`src/rtl/vga_timing_gen.sv`:
```
// Parametrised raster timing generator: counters, registered syncs/data-enable,
// line/frame strobes and a completed-frame counter, advancing on pixel ticks.
module vga_timing_gen #(
    parameter int H_VISIBLE     = 640,
    parameter int H_FRONT_PORCH = 16,
    parameter int H_SYNC_PULSE  = 96,
    parameter int H_BACK_PORCH  = 48,
    parameter int V_VISIBLE     = 480,
    parameter int V_FRONT_PORCH = 10,
    parameter int V_SYNC_PULSE  = 2,
    parameter int V_BACK_PORCH  = 33,
    parameter bit HSYNC_POL     = 1'b0,
    parameter bit VSYNC_POL     = 1'b0,
    parameter int CNT_W         = 10,
    parameter int FRAME_W       = 8
) (
    input  logic               CLK,
    input  logic               RESET,
    input  logic               ce,
    input  logic               en,
    output logic [CNT_W-1:0]   hc,
    output logic [CNT_W-1:0]   vc,
    output logic               hsync,
    output logic               vsync,
    output logic               de,
    output logic               line_start,
    output logic               frame_start,
    output logic [FRAME_W-1:0] frame_count,
    output logic               running
);

    localparam int H_TOTAL = H_VISIBLE + H_FRONT_PORCH + H_SYNC_PULSE + H_BACK_PORCH;
    localparam int V_TOTAL = V_VISIBLE + V_FRONT_PORCH + V_SYNC_PULSE + V_BACK_PORCH;

    // Window bounds carry one extra bit so a sync ending exactly at 2^CNT_W still compares.
    localparam logic [CNT_W:0] H_VIS  = (CNT_W+1)'(H_VISIBLE);
    localparam logic [CNT_W:0] HS_BEG = (CNT_W+1)'(H_VISIBLE + H_FRONT_PORCH);
    localparam logic [CNT_W:0] HS_END = (CNT_W+1)'(H_VISIBLE + H_FRONT_PORCH + H_SYNC_PULSE);
    localparam logic [CNT_W:0] V_VIS  = (CNT_W+1)'(V_VISIBLE);
    localparam logic [CNT_W:0] VS_BEG = (CNT_W+1)'(V_VISIBLE + V_FRONT_PORCH);
    localparam logic [CNT_W:0] VS_END = (CNT_W+1)'(V_VISIBLE + V_FRONT_PORCH + V_SYNC_PULSE);

    localparam logic [CNT_W-1:0] H_LAST = CNT_W'(H_TOTAL - 1);
    localparam logic [CNT_W-1:0] V_LAST = CNT_W'(V_TOTAL - 1);
    localparam logic [CNT_W-1:0] ZERO   = '0;

    typedef enum logic {IDLE, RUN} state_t;

    state_t           state;
    logic             h_last;
    logic             v_last;
    logic [CNT_W-1:0] hc_nxt;
    logic [CNT_W-1:0] vc_nxt;

    function automatic logic in_win(input logic [CNT_W-1:0] p,
                                    input logic [CNT_W:0] lo,
                                    input logic [CNT_W:0] hi);
        return ({1'b0, p} >= lo) && ({1'b0, p} < hi);
    endfunction

    function automatic logic hs_level(input logic [CNT_W-1:0] h);
        return in_win(h, HS_BEG, HS_END) ? HSYNC_POL : ~HSYNC_POL;
    endfunction

    function automatic logic vs_level(input logic [CNT_W-1:0] v);
        return in_win(v, VS_BEG, VS_END) ? VSYNC_POL : ~VSYNC_POL;
    endfunction

    function automatic logic de_level(input logic [CNT_W-1:0] h, input logic [CNT_W-1:0] v);
        return ({1'b0, h} < H_VIS) && ({1'b0, v} < V_VIS);
    endfunction

    // NOTE: every signal assigned in always_comb gets a value on every path, so no latch is inferred.
    always_comb begin
        h_last = (hc == H_LAST);
        v_last = (vc == V_LAST);
        hc_nxt = h_last ? '0 : hc + CNT_W'(1);
        vc_nxt = vc;
        if (h_last) begin
            vc_nxt = v_last ? '0 : vc + CNT_W'(1);
        end
    end

    // Syncs and de are registered from the next counter values, so they line up with hc/vc.
    // NOTE: state registers use non-blocking assignments so every flop samples pre-edge values.
    always_ff @(posedge CLK) begin
        if (RESET) begin
            state       <= IDLE;
            hc          <= '0;
            vc          <= '0;
            hsync       <= ~HSYNC_POL;
            vsync       <= ~VSYNC_POL;
            de          <= 1'b0;
            line_start  <= 1'b0;
            frame_start <= 1'b0;
            frame_count <= '0;
            running     <= 1'b0;
        end else begin
            case (state)
                IDLE: begin
                    if (en && ce) begin
                        state       <= RUN;
                        hc          <= '0;
                        vc          <= '0;
                        hsync       <= hs_level(ZERO);
                        vsync       <= vs_level(ZERO);
                        de          <= de_level(ZERO, ZERO);
                        line_start  <= 1'b1;
                        frame_start <= 1'b1;
                        running     <= 1'b1;
                    end else begin
                        line_start  <= 1'b0;
                        frame_start <= 1'b0;
                    end
                end
                RUN: begin
                    if (!en) begin
                        state       <= IDLE;
                        hc          <= '0;
                        vc          <= '0;
                        hsync       <= ~HSYNC_POL;
                        vsync       <= ~VSYNC_POL;
                        de          <= 1'b0;
                        line_start  <= 1'b0;
                        frame_start <= 1'b0;
                        running     <= 1'b0;
                    end else if (ce) begin
                        hc          <= hc_nxt;
                        vc          <= vc_nxt;
                        hsync       <= hs_level(hc_nxt);
                        vsync       <= vs_level(vc_nxt);
                        de          <= de_level(hc_nxt, vc_nxt);
                        line_start  <= h_last;
                        frame_start <= h_last && v_last;
                        if (h_last && v_last) begin
                            frame_count <= frame_count + FRAME_W'(1);
                        end
                    end else begin
                        line_start  <= 1'b0;
                        frame_start <= 1'b0;
                    end
                end
                default: state <= IDLE;
            endcase
        end
    end

endmodule

```
`config.mk`:
```
export PLATFORM = sky130hd
export DESIGN_NAME = vga_timing_gen
export DESIGN_NICKNAME = d
export VERILOG_FILES = /design/src/rtl/vga_timing_gen.sv
export SDC_FILE = /design/constraint.sdc
export NUM_CORES = 1
export LEC_CHECK = 0
export BUFFER_PORTS_ARGS = -buffer_cell sky130_fd_sc_hd__buf_2
export CELL_PAD_IN_SITES_DETAIL_PLACEMENT = 0
export CELL_PAD_IN_SITES_GLOBAL_PLACEMENT = 1
export CORE_MARGIN = 4
export CORE_UTILIZATION = 35
export CTS_CLUSTER_DIAMETER = 150
export DETAILED_ROUTE_END_ITERATION = 12
export PLACE_DENSITY = 0.83
export SETUP_SLACK_MARGIN = 0.15
export SLEW_MARGIN = 0
export SYNTH_ARGS = -nofsm -noshare
export SYNTH_HDL_FRONTEND = slang
export SYNTH_SLANG_ARGS = --single-unit
```
`constraint.sdc`:
```
create_clock -name CLK -period 3.38 [get_ports CLK]
set_input_delay 0.169 -clock CLK [delete_from_list [all_inputs] [get_ports CLK]]
set_output_delay 0.169 -clock CLK [all_outputs]
set_load 0.02 [all_outputs]
```
==> reports/results.txt, run 1 <==
area fraction in and, or, nand and nor cells after synthesis - 29.9%
core utilization of the finished layout - 41.9%
wire length of the first global-routing pass - 9.34 mm
Post-DRT Antenna Nets - 0
main combinational cell family by area after synthesis - simple AND/OR/NAND/NOR gates
vias in the first global route - 1849
setup bufs post-CTS - 0
Critical path origin - hc[0]
count of warnings emitted by yosys - 0
GRT Residual Overflow - 0
die outline height - 84.5 um
status - complete, no violations
post-synthesis register bit count - 35
CTS sink count - 35
# placed instances - 369
setup repair after global routing missed its margin - false
Port-buffer cells - 37
I/O pin cnt - 38
Filler Cell Count - 597
share of synthesized flip-flops with an asynchronous set or reset - 0%
share of cells above drive strength 1 - 17.4%
met3 routed WL - 373 um
H-tree depth - 2
die span in x - 84.5 um
clock tree from TritonCTS - built
highest metal layer with signal wires - met4
number of max-slew violations in the final report - 0
Setup Crit Path Kind - flop to flop
slew at the pin with the worst max-slew slack - 693 ps
buffer cell driving the clock tree root - sky130_fd_sc_hd__clkbuf_8
Resize count post-CTS - 0
antenna violations before repair - 0
r2r endpoint - de
startpoint of the worst register-to-register path - hc[0]
PwrDens - 328 nW/um^2
clk_skew - 8.38 ps
power after layout - 0.770 mW
leakage power of the design - 0.896 nW
MaxCap Viol Count - 0
placeable core region - 5610 um^2
clock slew at reported path FFs - 80 ps
worst-case register-to-register setup slack - 840 ps
met2 WL post-DR - 2.37 mm
Area Overhead vs Synth - 14.7%
number of nets in the final layout - 312
initial core utilization - 36.5%
area after detailed placement - 2260 um^2
clock latency reported for the late side of the worst-skew pair - 290 ps
Post-Synthesis Net Count - 285
maximum resistive drop on vdd - 0.206 mV
maximum buffer depth of the clock tree - 2
complex-gate fraction of the synthesized area - 23.9%
Routed WL per cell - 14.4 um
HPWL after detailed placement - 3.73 mm
DRT Pass-1 Iters - 4
cell row count - 27
vias post-DR - 2062
final worst path period need - 2540 ps
multiplexer area fraction after synthesis - 0.977%
remaining max-slew budget at the tightest pin - 53.8%
wire length after detailed routing - 5.42 mm
Seq/Total Area, Yosys - 34.2%
final number of hold-violating endpoints - 0
average vias per placed instance - 5.47
number of library cell types mapped by synthesis - 46
global-route usage over all layers - 15.8%
post-route setup TNS - 0 ps
diode count - 0
final design instance area without fill - 2350 um^2
netlist area before placement - 2050 um^2
post-synthesis share of cell area spent on xor and xnor gates - 3.42%
CP arrival - 2730 ps
depth of the worst register-to-register path - 8
Hold/Removal Path Class - primary input to flop
Critical Path RT - 3570 ps
total routed wire length on the met1 layer - 2.62 mm
capturing element of the worst setup path - de
post-synthesis area per instance - 7.40 um^2
Setup violations, final - 0
fin worst setup slack - 839 ps
number of buffers created by CTS - 5
number of enable flip-flop cells after synthesis - 0
Fmax - 394 MHz
post-placement worst setup slack - 833 ps
biggest fanout along the worst timing path - 16
post-route fraction of the period consumed by the critical path - 75.2%
worst-case hold slack - 193 ps
# DRC - 0
count of hold-fix buffers inserted at cts - 0
routability congestion estimate from global placement - 0.813
largest net degree at the start of global routing - 38
Finished Layout Cells - 377
adder-cell share of the synthesized area - 2.44%
Critical Path Source Type - flop
area of the die - 7140 um^2
DRC marker count from the first detailed-route iteration - 141
endpoint kind of the worst setup timing path - flop
top_reg_cell synth - sky130_fd_sc_hd__dfxtp_1
number of instances in the synthesized netlist - 277
worst min-delay path by stage:
stage	endpoint	startpoint	depth (start not counted)	slack, ps
finish	state	ce	3	190
global route	state	ce	3	240
CTS	state	ce	3	180
detailed placement	running	running	2	480
global placement	frame_count[7]	frame_count[7]	2	470
floorplan	state	ce	2	330
state kept, by name, summed over array words and instances (netlist names):
signal       count
vc              10
frame_start      1
frame_count      8
de               1
line_start       1
running          1
state            1
vsync            1
hsync            1
hc              10
cells by family (layout without fill, tap and decap cells):
kind of cell,count (synthesis),count (layout)
and+or+nand+nor,122,122
xor gates and xnor gates,8,8
buffers and inverters,25,53
AOI/OAI and AO/OA,81,81
muxes,2,2
adders and majority gates,4,4
DFF,35,35
power by group:
group          total [mW]  leakage [nW]  internal (mW)  switching [mW]
registers           0.419         0.283          0.416         0.00307
clock network       0.310        0.0402          0.143           0.167
logic              0.0403         0.573         0.0101          0.0302
total               0.770         0.896          0.569           0.200
cell usage after synthesis, types with 2 or more instances:
cell type	instances	share of area (%)
sky130_fd_sc_hd__nor2_1	38	7.0
sky130_fd_sc_hd__dfxtp_1	35	34
sky130_fd_sc_hd__a21oi_1	31	7.6
sky130_fd_sc_hd__nand2_1	28	5.1
sky130_fd_sc_hd__o21ai_0	18	4.4
sky130_fd_sc_hd__clkbuf_1	14	2.6
sky130_fd_sc_hd__nor3_1	11	2.7
sky130_fd_sc_hd__nand3_1	9	2.2
sky130_fd_sc_hd__a31oi_1	8	2.4
sky130_fd_sc_hd__or3_1	8	2.4
sky130_fd_sc_hd__and3_1	7	2.1
sky130_fd_sc_hd__inv_1	5	0.92
sky130_fd_sc_hd__nand4_1	5	1.5
sky130_fd_sc_hd__xor2_1	5	2.1
sky130_fd_sc_hd__a311oi_1	4	1.7
sky130_fd_sc_hd__ha_1	4	2.4
sky130_fd_sc_hd__a211oi_1	3	1.1
sky130_fd_sc_hd__buf_2	3	0.73
sky130_fd_sc_hd__o21a_1	3	1.1
sky130_fd_sc_hd__xnor2_1	3	1.3
sky130_fd_sc_hd__a22oi_1	2	0.73
sky130_fd_sc_hd__a41oi_1	2	0.85
sky130_fd_sc_hd__and3b_1	2	0.85
sky130_fd_sc_hd__and4_1	2	0.85
sky130_fd_sc_hd__buf_1	2	0.37
sky130_fd_sc_hd__mux2i_1	2	0.98
sky130_fd_sc_hd__nand3b_1	2	0.73
sky130_fd_sc_hd__o22ai_1	2	0.61
sky130_fd_sc_hd__or4_1	2	0.73
cell type report:
type,count,area [um^2],share of cell area (%)
timing repair buffer,40,208,8.84
clock buffer,5,68.8,2.93
clock inverter,3,20.0,0.852
multi-input combinational,217,1240,52.9
inverter,5,18.8,0.799
tap,72,90.1,3.83
sequential,35,701,29.8
cell usage in the layout (no fill, tap or decap), drive strengths merged, types with 3 or more instances in the layout:
master and instances:
ha 4, a31oi 8, xor2 5, a311oi 4, nand2 28, nor2 38
clkbuf 5, inv 5, o21ai 18, buf 40, and3 7, nand3 9
nor3 12, xnor2 3, dfxtp 35, o21a 3, or3 9, a21oi 31
a211oi 3, nand4 5
worst max-delay path, cell delays in order, from the launching register on:
cell and delay (ps):
sky130_fd_sc_hd__dfxtp_1 400, sky130_fd_sc_hd__ha_1 270, sky130_fd_sc_hd__nand4_1 280, sky130_fd_sc_hd__nor3_4 250, sky130_fd_sc_hd__buf_4 230, sky130_fd_sc_hd__nand2b_2 90, sky130_fd_sc_hd__or4_1 520, sky130_fd_sc_hd__and3b_1 210
sky130_fd_sc_hd__a41o_1 200
layer usage:
metal  vias up  GRT usage [%]
met5         -              0
met3         7           3.43
met2        67           23.1
met4         0           4.03
li1       1056              -
met1       932           23.3
Power figures use the tool's default switching activity.
==> run 2, diff against run 1 <==
==> constraint.sdc (replaced) <==
create_clock -name CLK -period 2.5 [get_ports CLK]
set_input_delay 0.125 -clock CLK [delete_from_list [all_inputs] [get_ports CLK]]
set_output_delay 0.125 -clock CLK [all_outputs]
set_load 0.02 [all_outputs]
==> run 2 against run 1 <==
Against the previous run: sequential cell count is the same; total power is 62% higher; first-iteration DRC count grew 26%; combinational power up 40%; sequential power increased by 35%; count of clock-buffer cells in the layout unchanged; clock power is 100% higher; setup slack got worse by 530 ps.
==> reports/results.txt, run 2 (synthesized netlist as in run 1, its figures left out) <==
total routed wire length on the met1 layer - 2.85 mm (+8.6%)
I/O pin cnt - 38 (unchanged)
final number of hold-violating endpoints - 0 (unchanged)
HPWL after detailed placement - 4.05 mm (+8.8%)
remaining max-slew budget at the tightest pin - 64.8% (+11 points)
maximum buffer depth of the clock tree - 2 (unchanged)
wire length of the first global-routing pass - 9.55 mm (+2.2%)
post-route setup TNS - 0 ps (unchanged)
Setup violations, final - 0 (unchanged)
endpoint kind of the worst setup timing path - flop
Largest regs - hc: 10 flops, vc: 10 flops, frame_count: 8 flops
routability congestion estimate from global placement - 0.841 (+3.5%)
die span in x - 84.5 um (unchanged)
die outline height - 84.5 um (unchanged)
status - complete, no violations
MaxCap Viol Count - 0 (unchanged)
met3 routed WL - 262 um (-30%)
diode count - 0 (unchanged)
post-route fraction of the period consumed by the critical path - 87.6% (+12 points)
biggest fanout along the worst timing path - 6 (-10)
commonest non-fill, non-tap cell in the layout - sky130_fd_sc_hd__nor2_1
number of buffers created by CTS - 5 (unchanged)
Critical Path Source Type - flop
Port-buffer cells - 37 (unchanged)
peak per-stage delay on the critical path - 520 ps (about the same)
initial core utilization - 36.5% (unchanged)
CP arrival - 2380 ps (-350 ps)
Post-DRT Antenna Nets - 0 (unchanged)
Buf/Inv on CP - 0 (-1)
PwrDens - 498 nW/um^2 (+52%)
clk_skew - 3.91 ps (-4.48 ps)
clock tree from TritonCTS - built
worst-case hold slack - 142 ps (-51.6 ps)
clock latency reported for the late side of the worst-skew pair - 290 ps (about the same)
share of cells above drive strength 1 - 21.9% (+4.6 points)
leakage power of the design - 0.993 nW (+11%)
Fmax - 457 MHz (+16%)
GRT Residual Overflow - 0 (unchanged)
cell row count - 27 (unchanged)
DRC marker count from the first detailed-route iteration - 177 (+26%)
Critical Path RT - 2690 ps (-880 ps)
number of nets in the final layout - 326 (+4.5%)
post-placement worst setup slack - 288 ps (-544 ps)
DRT Pass-1 Iters - 5 (+1)
wire length after detailed routing - 5.82 mm (+7.4%)
Routed WL per cell - 14.9 um (+3.5%)
final worst path period need - 2190 ps (-352 ps)
Filler Cell Count - 603 (+1.0%)
number of max-slew violations in the final report - 0 (unchanged)
H-tree depth - 2 (unchanged)
clock slew at reported path FFs - 80 ps (about the same)
final design instance area without fill - 2510 um^2 (+6.9%)
leading cell types in the layout, fill and taps excluded - 38 x sky130_fd_sc_hd__nor2_1, 37 x sky130_fd_sc_hd__buf_2, 33 x sky130_fd_sc_hd__dfxtp_1, 31 x sky130_fd_sc_hd__a21oi_1, 28 x sky130_fd_sc_hd__nand2_1
CTS sink count - 35 (unchanged)
area after detailed placement - 2360 um^2 (+4.4%)
buffer cell driving the clock tree root - sky130_fd_sc_hd__clkbuf_8
global-route usage over all layers - 16.2% (+0.44 points)
slew at the pin with the worst max-slew slack - 528 ps (-165 ps)
met2 WL post-DR - 2.65 mm (+12%)
Area Overhead vs Synth - 22.5%
fin worst setup slack - 311 ps (-528 ps)
vias post-DR - 2148 (+4.2%)
highest metal layer with signal wires - met4
# DRC - 0 (unchanged)
largest net degree at the start of global routing - 30 (-21%)
Setup Crit Path Kind - flop to flop
cell with the largest stage delay on the worst path - sky130_fd_sc_hd__or4_1
Hold/Removal Path Class - primary input to flop
maximum resistive drop on vdd - 0.254 mV (+23%)
cell-by-cell listing of the critical path - ha_1 > nand4_1 > nor3_4 > nand2b_2 > or4_1 > and3b_1 > a41o_1
antenna violations before repair - 0 (unchanged)
vias in the first global route - 1966 (+6.3%)
setup repair after global routing missed its margin - false
category of cells accounting for the largest share of critical-path delay - simple AND/OR/NAND/NOR gates
average vias per placed instance - 5.49 (+0.44%)
placeable core region - 5610 um^2 (unchanged)
area of the die - 7140 um^2 (unchanged)
## run 2: cell types whose count changed in the layout (fill, tap and decap cells not counted)
cell | previous run | this run
sky130_fd_sc_hd__clkinv_2 | 1 | 0
sky130_fd_sc_hd__bufinv_16 | 0 | 2
sky130_fd_sc_hd__dfxtp_1 | 35 | 33
sky130_fd_sc_hd__nor4bb_2 | 0 | 1
sky130_fd_sc_hd__clkinvlp_4 | 2 | 1
sky130_fd_sc_hd__buf_4 | 3 | 17
sky130_fd_sc_hd__dfxtp_2 | 0 | 2
sky130_fd_sc_hd__nor4bb_1 | 1 | 0
## run 2: final timing paths
path	slack, ps	cells past startpoint	from	to
worst max-delay path	310	7	hc[0]	de
worst min-delay path	140	3	ce	state
worst max register to register	310	7	hc[0]	de
worst min register to register	490	2	frame_count[7]	frame_count[7]
## run 2: worst register-to-register path, cell delays in order (launching register included)
cell and delay [ps]:
sky130_fd_sc_hd__dfxtp_2 370, sky130_fd_sc_hd__ha_1 170, sky130_fd_sc_hd__nand4_1 230, sky130_fd_sc_hd__nor3_4 270
sky130_fd_sc_hd__nand2b_2 100, sky130_fd_sc_hd__or4_1 520, sky130_fd_sc_hd__and3b_1 220, sky130_fd_sc_hd__a41o_1 210
## run 2: area by class of cell
cell class              instances  area, um^2  area share, %
multi-input cells             217        1250           49.8
flip-flops and latches         35         703           28.0
repair buffers                 54         313           12.5
well taps                      72        90.1           3.59
clock buffers                   5        68.8           2.74
clock inverters                 3        67.6           2.69
inverters                       5        18.8          0.747
## run 2: layer usage
layer | global-route usage, % | vias up
li1 | - | 1092
met1 | 22.9 | 1007
met2 | 24.8 | 44
met3 | 3.73 | 5
met4 | 4.32 | 0
met5 | 0 | -
## run 2: stage by stage
| stage | power, mW | util (%) | std cells |
|---|---|---|---|
| after global routing | 1.29 | 44.8 | 391 |
| final | 1.25 | 44.8 | 391 |
| after global placement | 0.637 | 42.1 | 382 |
| after detailed placement | 0.635 | 42.1 | 382 |
| after CTS | 1.26 | 44.5 | 390 |
| after floorplan | 0.615 | - | 277 |
## run 2: power breakdown
| part | internal, mW | total, mW | switching, mW |
|---|---|---|---|
| Sequential | 0.562 | 0.567 | 0.00438 |
| Clock | 0.398 | 0.627 | 0.229 |
| Combinational | 0.0150 | 0.0563 | 0.0413 |
## run 2: timing repair
| item | 4_1_cts | 5_1_grt |
|---|---|---|
| hold buffers | 0 | 0 |
| gates resized for setup | 0 | 1 |
| setup endpoints to repair | 0 | 7 |
| buffers inserted | 0 | 1 |
==> run 3, diff against run 2 <==
==> constraint.sdc (replaced) <==
create_clock -name CLK -period 2.3 [get_ports CLK]
set_input_delay 0.115 -clock CLK [delete_from_list [all_inputs] [get_ports CLK]]
set_output_delay 0.115 -clock CLK [all_outputs]
set_load 0.02 [all_outputs]
==> run 3 against run 2 <==
Against the previous run: total power up 4.8%; hold slack better by 2.5 ps; count of clock-buffer cells in the layout up 1; setup slack worse by 140 ps; sequential power up 7.9%.
==> reports/results.txt, run 3 (synthesized netlist as in run 1, its figures left out) <==
wire length after detailed routing - 5.98 mm (+2.8%)
clock slew at reported path FFs - 80 ps (about the same)
CP arrival - 2320 ps (-60 ps)
die span in x - 84.5 um (unchanged)
H-tree depth - 2 (unchanged)
post-route setup TNS - 0 ps (unchanged)
number of max-slew violations in the final report - 0 (unchanged)
vias post-DR - 2205 (+2.7%)
count of hold-fix buffers inserted at cts - 0 (unchanged)
post-placement worst setup slack - 123 ps (-166 ps)
Setup Crit Path Kind - flop to flop
final number of hold-violating endpoints - 0 (unchanged)
global-route usage over all layers - 16.1% (-0.091 points)
clk_skew - 3.64 ps (-0.261 ps)
GRT Residual Overflow - 0 (unchanged)
leakage power of the design - 1.11 nW (+12%)
PwrDens - 497 nW/um^2 (-0.14%)
buffer cell driving the clock tree root - sky130_fd_sc_hd__clkbuf_8
setup repair after global routing missed its margin - true
placeable core region - 5610 um^2 (unchanged)
post-route fraction of the period consumed by the critical path - 92.6% (+5.0 points)
endpoint kind of the worst setup timing path - flop
Area Overhead vs Synth - 28.6%
Setup violations, final - 0 (unchanged)
cell row count - 27 (unchanged)
Critical Path RT - 2490 ps (-200 ps)
Fmax - 469 MHz (+2.8%)
Port-buffer cells - 37 (unchanged)
vias in the first global route - 1933 (-1.7%)
wire length of the first global-routing pass - 9.45 mm (-1.1%)
Hold/Removal Path Class - primary input to flop
maximum buffer depth of the clock tree - 2 (unchanged)
DRC marker count from the first detailed-route iteration - 218 (+23%)
slew at the pin with the worst max-slew slack - 481 ps (-47.4 ps)
I/O pin cnt - 38 (unchanged)
CTS sink count - 35 (unchanged)
Largest regs - hc: 10 flops, vc: 10 flops, frame_count: 8 flops
DRT Pass-1 Iters - 4 (-1)
Critical Path Source Type - flop
fin worst setup slack - 170 ps (-141 ps)
average vias per placed instance - 5.50 (about the same)
largest net degree at the start of global routing - 25 (-17%)
diode count - 0 (unchanged)
Post-DRT Antenna Nets - 0 (unchanged)
routability congestion estimate from global placement - 0.868 (+3.1%)
clock latency reported for the late side of the worst-skew pair - 290 ps (about the same)
number of buffers created by CTS - 5 (unchanged)
clock tree from TritonCTS - built
antenna violations before repair - 0 (unchanged)
final worst path period need - 2130 ps (-59.1 ps)
worst-case hold slack - 144 ps (+2.50 ps)
# DRC - 0 (unchanged)
maximum resistive drop on vdd - 0.222 mV (-12%)
number of nets in the final layout - 336 (+3.1%)
status - complete, no violations
die outline height - 84.5 um (unchanged)
HPWL after detailed placement - 4.20 mm (+3.5%)
initial core utilization - 36.5% (unchanged)
MaxCap Viol Count - 0 (unchanged)
remaining max-slew budget at the tightest pin - 67.9% (+3.2 points)
area of the die - 7140 um^2 (unchanged)
biggest fanout along the worst timing path - 6 (unchanged)
leading cell types in the layout, fill and taps excluded - 37 x sky130_fd_sc_hd__nor2_1, 37 x sky130_fd_sc_hd__buf_2, 31 x sky130_fd_sc_hd__a21oi_1, 29 x sky130_fd_sc_hd__dfxtp_1, 28 x sky130_fd_sc_hd__nand2_1
share of cells above drive strength 1 - 27.1% (+5.1 points)
Routed WL per cell - 14.9 um (+0.24%)
## run 3: cell types whose count changed in the layout (fill, tap and decap cells not counted), sizes merged
cell and change:
bufinv -1, clkbuf +1, buf +10, inv +1, clkinvlp -1
## run 3: final timing paths
| check | from | endpoint | slack (ps) | depth (start not counted) |
|---|---|---|---|---|
| setup / recovery | hc[1] | de | 170 | 7 |
| hold / removal | ce | state | 140 | 3 |
| setup reg to reg | hc[1] | de | 170 | 7 |
| hold reg to reg | frame_count[7] | frame_count[7] | 500 | 2 |
## run 3: per-layer routing
| layer | vias to the layer above | part of all wire (%) | wire length, um | track usage [%] |
|---|---|---|---|---|
| met1 | 1020 | 48 | 2870 | 22.5 |
| met3 | 8 | 5.3 | 316 | 4.02 |
| li1 | 1106 | - | - | - |
| met2 | 71 | 46 | 2730 | 25.3 |
| met4 | 0 | 1.1 | 68 | 3.17 |
| met5 | - | 0 | 0 | 0 |
## run 3: per-stage QoR
step,cells,utilization [%],total power [mW],instance area (um^2)
after floorplan,277,-,0.666,2080
after global placement,384,42.8,0.690,2400
after detailed placement,384,42.8,0.689,2400
after CTS,392,45.2,1.32,2540
after global routing,401,47.0,1.35,2640
final,401,47.0,1.31,2640
## run 3: worst max-delay path: stages (launching register included)
cell	delay [ps]
sky130_fd_sc_hd__dfxtp_4	370
sky130_fd_sc_hd__ha_4	160
sky130_fd_sc_hd__nand4_1	220
sky130_fd_sc_hd__nor3_4	380
sky130_fd_sc_hd__nand2b_4	90
sky130_fd_sc_hd__or4_4	420
sky130_fd_sc_hd__and3b_1	190
sky130_fd_sc_hd__a41o_1	200
## run 3: cell type report
cell class | instances | area (um^2)
clock inverters | 2 | 36.3
multi-input cells | 217 | 1290
flip-flops and latches | 35 | 716
repair buffers | 64 | 392
clock buffers | 6 | 93.8
inverters | 5 | 18.8
fillers | 593 | 2970
well taps | 72 | 90.1
## run 3: power by group
part           internal, mW  switching (mW)
combinational        0.0168          0.0454
sequential            0.608         0.00467
clock                 0.390           0.246
total                  1.01           0.296
## run 3: repair_timing
item	in CTS	in global routing
resized for setup	1	8
setup endpoints to repair	4	19
pin swaps	0	6
endpoints found under the hold margin	0	0
setup buffers	0	9
cloned	0	0
